**src/rtl/fetch_pkg.sv**
```systemverilog
// rtl/fetch_pkg.sv - shared types and constants for the instruction fetch queue
package fetch_pkg;

  typedef enum logic [1:0] {
    IDLE     = 2'd0,
    RUN      = 2'd1,
    REDIRECT = 2'd2
  } fetch_state_t;

  typedef struct packed {
    logic [31:0] addr;
    logic [31:0] ins;
  } fetch_entry_t;

  localparam logic [31:0] BUBBLE_INS = 32'h0000_0000;
  localparam logic [31:0] PC_STEP    = 32'd4;

  function automatic logic [31:0] next_pc(input logic [31:0] pc);
    return pc + PC_STEP;
  endfunction

endpackage

```
**src/rtl/fetch_fifo.sv**
```systemverilog
// rtl/fetch_fifo.sv - synchronous prefetch FIFO of fetch entries
// Flush has priority over push and pop; DEPTH must be a power of two.
module fetch_fifo
  import fetch_pkg::*;
#(
  parameter int DEPTH = 4
) (
  input  logic                     clk,
  input  logic                     Rst,
  input  logic                     push,
  input  fetch_entry_t             din,
  input  logic                     pop,
  input  logic                     flush,
  output logic [$clog2(DEPTH):0]   count,
  output logic                     empty,
  output logic                     full,
  output fetch_entry_t             head
);

  localparam int AW = $clog2(DEPTH);

  fetch_entry_t  r_mem [DEPTH];
  logic [AW-1:0] r_wptr;
  logic [AW-1:0] r_rptr;
  logic [AW:0]   r_count;
  logic          w_wr;
  logic          w_rd;

  assign w_rd  = pop & ~empty;
  assign w_wr  = push & (~full | w_rd);
  assign count = r_count;
  assign empty = (r_count == '0);
  assign full  = (r_count == (AW+1)'(DEPTH));
  assign head  = r_mem[r_rptr];

  always_ff @(posedge clk) begin
    if (Rst || flush) begin
      r_wptr  <= '0;
      r_rptr  <= '0;
      r_count <= '0;
    end else begin
      if (w_wr) r_wptr <= r_wptr + 1'b1;
      if (w_rd) r_rptr <= r_rptr + 1'b1;
      case ({w_wr, w_rd})
        2'b10:   r_count <= r_count + 1'b1;
        2'b01:   r_count <= r_count - 1'b1;
        default: r_count <= r_count;
      endcase
    end
  end

  always_ff @(posedge clk) begin
    if (w_wr) r_mem[r_wptr] <= din;
  end

endmodule

```
**src/rtl/if_fetch_queue.sv**
```systemverilog
// rtl/if_fetch_queue.sv - instruction fetch front end with prefetch FIFO and redirect handling
// Define IF_FETCH_BYPASS_EN to let a response skip an empty FIFO straight into ins.
module if_fetch_queue
  import fetch_pkg::*;
#(
  parameter int          DEPTH    = 4,
  parameter logic [31:0] RESET_PC = 32'h0000_0000
) (
  input  logic        clk,
  input  logic        Rst,
  input  logic        hz,
  input  logic        f_stall,
  input  logic        mem_hold,
  input  logic        branch,
  input  logic [31:0] branoff,
  input  logic        trigger_trap,
  input  logic [31:0] mtvec,
  input  logic        trigger_trap_ret,
  input  logic [31:0] mepc,
  output logic        imem_en,
  output logic [31:0] imem_addr,
  input  logic [31:0] imem_dout,
  output logic [31:0] ins,
  output logic [31:0] IF_ID_pres_addr
);

  localparam int CW = $clog2(DEPTH) + 1;

  fetch_state_t r_state;
  logic [31:0]  r_fetch_pc;
  logic         r_inflight;
  logic [31:0]  r_inflight_addr;
  logic         r_imem_en;
  logic [31:0]  r_imem_addr;
  logic [31:0]  r_ins;
  logic [31:0]  r_pres_addr;

  logic         w_adv;
  logic         w_redirect;
  logic [31:0]  w_target;
  logic         w_bypass;
  logic         w_push;
  logic         w_pop;
  logic         w_load;
  logic         w_credit;
  logic         w_empty;
  logic         w_full;
  logic [CW-1:0] w_count;
  logic [CW:0]  w_occ_next;
  fetch_entry_t w_resp;
  fetch_entry_t w_head;
  fetch_entry_t w_load_entry;

  assign w_adv      = ~(hz | f_stall | mem_hold);
  assign w_redirect = trigger_trap | trigger_trap_ret | branch;
  assign w_target   = trigger_trap     ? mtvec :
                      trigger_trap_ret ? mepc  : branoff;

  always_comb begin
    w_resp      = '0;
    w_resp.addr = r_inflight_addr;
    w_resp.ins  = imem_dout;
  end

`ifdef IF_FETCH_BYPASS_EN
  assign w_bypass = w_adv & w_empty & r_inflight;
`else
  assign w_bypass = 1'b0;
`endif

  assign w_push       = r_inflight & ~w_bypass;
  assign w_pop        = w_adv & ~w_empty & ~w_redirect;
  assign w_load       = w_adv & (~w_empty | w_bypass);
  assign w_load_entry = w_bypass ? w_resp : w_head;

  // The request being presented now lands next cycle, so it already owns a slot.
  assign w_occ_next = {1'b0, w_count} + (CW+1)'(w_push) - (CW+1)'(w_pop)
                    + (CW+1)'(r_imem_en);
  assign w_credit   = w_occ_next < (CW+1)'(DEPTH);

  fetch_fifo #(
    .DEPTH (DEPTH)
  ) u_fifo (
    .clk   (clk),
    .Rst   (Rst),
    .push  (w_push),
    .din   (w_resp),
    .pop   (w_pop),
    .flush (w_redirect),
    .count (w_count),
    .empty (w_empty),
    .full  (w_full),
    .head  (w_head)
  );

  always_ff @(posedge clk) begin
    if (Rst) begin
      r_state         <= IDLE;
      r_fetch_pc      <= RESET_PC;
      r_inflight      <= 1'b0;
      r_inflight_addr <= RESET_PC;
      r_imem_en       <= 1'b0;
      r_imem_addr     <= RESET_PC;
      r_ins           <= BUBBLE_INS;
      r_pres_addr     <= 32'h0;
    end else begin
      r_inflight      <= r_imem_en;
      r_inflight_addr <= r_imem_addr;
      if (w_redirect) begin
        // Target is requested right away; REDIRECT then skips one issue slot.
        r_state     <= REDIRECT;
        r_inflight  <= 1'b0;
        r_imem_en   <= 1'b1;
        r_imem_addr <= w_target;
        r_fetch_pc  <= next_pc(w_target);
        r_ins       <= BUBBLE_INS;
      end else begin
        case (r_state)
          RUN: begin
            if (w_credit) begin
              r_imem_en   <= 1'b1;
              r_imem_addr <= r_fetch_pc;
              r_fetch_pc  <= next_pc(r_fetch_pc);
            end else begin
              r_imem_en <= 1'b0;
            end
          end
          IDLE, REDIRECT: begin
            r_imem_en <= 1'b0;
            r_state   <= RUN;
          end
          default: begin
            r_imem_en <= 1'b0;
            r_state   <= IDLE;
          end
        endcase
        if (w_load) begin
          r_ins       <= w_load_entry.ins;
          r_pres_addr <= w_load_entry.addr;
        end else if (w_adv) begin
          r_ins <= BUBBLE_INS;
        end
      end
    end
  end

  assign imem_en         = r_imem_en;
  assign imem_addr       = r_imem_addr;
  assign ins             = r_ins;
  assign IF_ID_pres_addr = r_pres_addr;

  a_no_overflow: assert property (@(posedge clk) disable iff (Rst)
    !(w_push && w_full && !w_pop && !w_redirect));

endmodule

```
**config.mk**
```make
export PLATFORM = sky130hd
export DESIGN_NAME = if_fetch_queue
export DESIGN_NICKNAME = d
export VERILOG_FILES = /design/src/rtl/fetch_pkg.sv /design/src/rtl/fetch_fifo.sv /design/src/rtl/if_fetch_queue.sv
export SDC_FILE = /design/constraint.sdc
export NUM_CORES = 1
export LEC_CHECK = 0
export CAP_MARGIN = 10
export CORE_MARGIN = 1.5
export CORE_UTILIZATION = 33
export DETAILED_ROUTE_END_ITERATION = 8
export PLACE_DENSITY = 0.64
export SLEW_MARGIN = 20
export SYNTH_ARGS = -nofsm -noshare
export SYNTH_HDL_FRONTEND = slang
export SYNTH_SLANG_ARGS = --single-unit
export TNS_END_PERCENT = 20
```
**constraint.sdc**
```tcl
create_clock -name clk -period 11.7 [get_ports clk]
set_input_delay 2.34 -clock clk [delete_from_list [all_inputs] [get_ports clk]]
set_output_delay 2.34 -clock clk [all_outputs]
set_load 0.03 [all_outputs]
```
==> flow_summary_export.csv <==
group,metric,value,unit
status,status,"completed",
global_routing,first_global_vias,11009,
worst_setup_path,crit_family,"buffers and inverters",
cts,cts_hold_buf,0,
floorplan,rows,82,
sta,slew_headroom,0.2830,
worst_setup_path,cp.arrival,7.40,ns
floorplan,dieArea,0.05276,mm²
logic_synthesis,synthArstFlopShare,0,
sta,hold_viol_final,0,
worst_setup_path,reg2reg_from,"u_fifo.count[2]",
floorplan,die_width,229.7,µm
worst_setup_path,cp_num_buf_inv,6,
logic_synthesis,synth-edff-count,256,
cts,clk_latency,0.57,ns
detailed_routing,ant_nets,0,
global_routing,grt_usage,0.1581,
global_routing,grt_antenna_before_repair,0,
logic_synthesis,yosysSeqAreaShare,0.6575,
detailed_routing,drt-wirelength-per-cell,19.44,µm
logic_synthesis,avgSynthCellArea,13.54,µm²
placement,port_buffers,232,
logic_synthesis,synthesis.nets,1399,
floorplan,pin_count,233,
layout,fin_area,0.02129,mm²
floorplan,coreArea,0.05048,mm²
worst_setup_path,reg2reg_slack,6.89,ns
worst_setup_path,slowest_stage,"inv_2",
placement,post-dp-hpwl,27000,µm
floorplan,start_util,0.3360,
worst_setup_path,startpoint_type,"input pin",
cts,clockRootBuffer,"clkbuf_16",
cts,cts.sinks,429,
layout,drive_gt1_frac,0.1202,
logic_synthesis,synthCells,1253,
detailed_routing,firstDrtPassIters,5,
hold_path,hold_path.class,"reg2reg",
cts,cts_tree,"done",
detailed_routing,vias,10876,
sta,tightest_slew,1.075,ns
sta,clock_skew,0.01944,ns
cts,clk_path_buf_depth,3,
logic_synthesis,yosysWarnings,0,
cts,cts.repair.resized,0,
detailed_routing,drc,0,
cts,cts_setup_buffers,0,
placement,place_area,0.01986,mm²
layout,fill_cells,4672,
sta,fmax,0.1438,GHz
cts,h-tree-depth,2,
global_routing,grt_pass1_wl,64670,µm
power_and_ir_drop,p_per_area,152.0,mW/mm²
logic_synthesis,synth.cell_area,0.01696,mm²
layout,n_antenna_cell,0,
placement,dp_cells,2087,
sta,finalCriticalPeriod,6.952,ns
hold_path,hold_start,"r_state[1]",
cts,path_clk_slew,0.06,ns
floorplan,fp.dieH,229.7,µm
layout,instances_no_fill,2169,
cts,cts-buffers-inserted,44,
logic_synthesis,yosys_register_bits,429,
logic_synthesis,synth_ff_type,"edfxtp_1",
global_routing,grt.overflow.total,0,
detailed_routing,viasPerCell,5.014,
sta,rsz0062_at_grt,"no",
sta,tns,0,ns
worst_setup_path,crit_start,"f_stall",
logic_synthesis,synth_cell_types,75,
placement,globalplace.congestion,0.8348,
run,drv_cap,0,
sta,final.period_utilization,0.5942,
power_and_ir_drop,p_leak,7.053,nW
worst_setup_path,cpPeakStageDelay,0.58,ns
sta,final_max_slew_viol_count,0,
detailed_routing,drtIter0Drc,704,
power_and_ir_drop,peakVddDrop,0.00008906,V
sta,finalSetupViolCount,0,
layout,syn_to_final_growth,25.51,%
worst_setup_path,cp_max_fo,40,
worst_setup_path,crit_type,"in2reg",
worst_setup_path,crit_required,12.15,ns
layout,layout.nets,1607,
worst_setup_path,endpoint_kind,"flop",
worst_setup_path,path_cells,"clkdlybuf4s50_1, or3_1, buf_4, nor2_2, nand2_1, buf_4, inv_2, nand2b_1, nand2_1, ha_1, a21o_1, a21oi_1, mux2i_1, nand2_2, buf_4, nand2_1, inv_1, and3_1, a211o_1",
global_routing,grt_max_degree,74,
detailed_routing,wl,42160,µm
## final timing paths
| check | to | cells after the start |
|---|---|---|
| max reg2reg | r_fetch_pc[26] | 17 |
| min | r_state[0] | 1 |
| max | r_fetch_pc[26] | 19 |
| min reg2reg | r_state[0] | 1 |
## registers in the layout (all words and copies together), names as in the netlist, named ones only
register and flops:
imem_addr 32, u_fifo.r_mem 256, u_fifo.count 3, imem_en 1
IF_ID_pres_addr 32, r_state 2, u_fifo.r_wptr 2, ins 32
r_inflight_addr 32, r_fetch_pc 32, u_fifo.r_rptr 2, r_inflight 1
## cell usage after synthesis (12+ instances only)
| master | n | area share |
|---|---|---|
| o21ai_0 | 17 | 0.0050 |
| nor2b_1 | 41 | 0.015 |
| nand3_1 | 17 | 0.0050 |
| clkbuf_1 | 53 | 0.012 |
| a21oi_1 | 71 | 0.021 |
| nand2_1 | 115 | 0.025 |
| inv_1 | 15 | 0.0033 |
| buf_1 | 12 | 0.0027 |
| nor3_1 | 26 | 0.0077 |
| mux4_2 | 64 | 0.085 |
| a22oi_1 | 33 | 0.015 |
| nor2_1 | 112 | 0.025 |
| a211oi_1 | 30 | 0.013 |
| edfxtp_1 | 256 | 0.45 |
| and2_1 | 13 | 0.0048 |
| mux2i_1 | 20 | 0.012 |
| dfxtp_1 | 173 | 0.20 |
## cells by family (layout without fill, tap and decap cells)
| group | count (synthesis) | in the layout | synth area share |
|---|---|---|---|
| multiplexers | 89 | 89 | 0.1001 |
| XOR/XNOR | 14 | 14 | 0.007230 |
| buffers and inverters | 99 | 343 | 0.02471 |
| flip-flops | 429 | 429 | 0.6575 |
| AO/OA/AOI/OAI | 217 | 217 | 0.08764 |
| AND/OR/NAND/NOR | 395 | 395 | 0.1150 |
| adder cells (fa/ha/maj) | 10 | 10 | 0.007820 |
## per-stage QoR
step,power [mW],hold slack (ns),setup slack (ns),utilization
CTS,3.272,0.4146,4.757,0.4217
global route,3.352,0.4260,4.283,0.4217
finish,3.236,0.4176,4.748,0.4217
detailed placement,1.896,0.4136,4.151,0.3935
floorplan,1.785,0.3991,5.676,-
global placement,1.891,0.4062,4.257,0.3935
## area by class of cell
cell class	count	area, µm²	share of cell area
Timing Repair Buffer	243	2387	0.1121
Tap cell	672	840.8	0.03950
Sequential cell	429	11160	0.5242
Multi-Input combinational cell	725	5408	0.2540
Clock buffer	57	1180	0.05543
Clock inverter	25	245.2	0.01152
Inverter	18	67.56	0.003174
## where the power goes
| part | total, mW | leakage [nW] | internal, mW | switching, mW |
|---|---|---|---|---|
| logic | 0.213 | 2.57 | 0.0973 | 0.116 |
| clock network | 1.37 | 0.697 | 0.786 | 0.587 |
| registers | 1.65 | 3.79 | 1.63 | 0.0242 |
| total | 3.24 | 7.05 | 2.51 | 0.727 |
## cell usage in the layout, fill, tap and decap left out, types with 15 or more instances in the layout
cell type / netlist / layout
a211oi_1: 30 / 30
a21oi_1: 71 / 71
a22oi_1: 33 / 33
clkbuf_16: 0 / 44
clkdlybuf4s50_1: 0 / 228
dfxtp_1: 173 / 171
edfxtp_1: 256 / 256
inv_1: 15 / 15
mux2i_1: 20 / 20
mux4_2: 64 / 64
nand2_1: 115 / 113
nand3_1: 17 / 17
nor2_1: 112 / 111
nor2b_1: 41 / 41
nor3_1: 26 / 26
o21ai_0: 17 / 17
## worst register-to-register path: stages, from the launching register on
cell,delay (ns)
dfxtp_1,0.36
nor3_1,0.42
nor2_2,0.07
nand2_1,0.07
buf_4,0.35
inv_2,0.40
nand2b_1,0.21
nand2_1,0.07
ha_1,0.27
a21o_1,0.21
a21oi_1,0.24
mux2i_1,0.27
nand2_2,0.44
buf_4,0.44
nand2_1,0.26
inv_1,0.16
and3_1,0.19
a211o_1,0.25
## layer usage
metal | track usage | wire length (µm) | vias to the layer above
met5 | 0 | 0 | -
met4 | 0.04085 | 654 | 0
met3 | 0.03410 | 2795 | 53
met2 | 0.2661 | 20470 | 354
met1 | 0.2069 | 18230 | 5332
li1 | - | - | 5137
(Power assumes the default switching activity.)
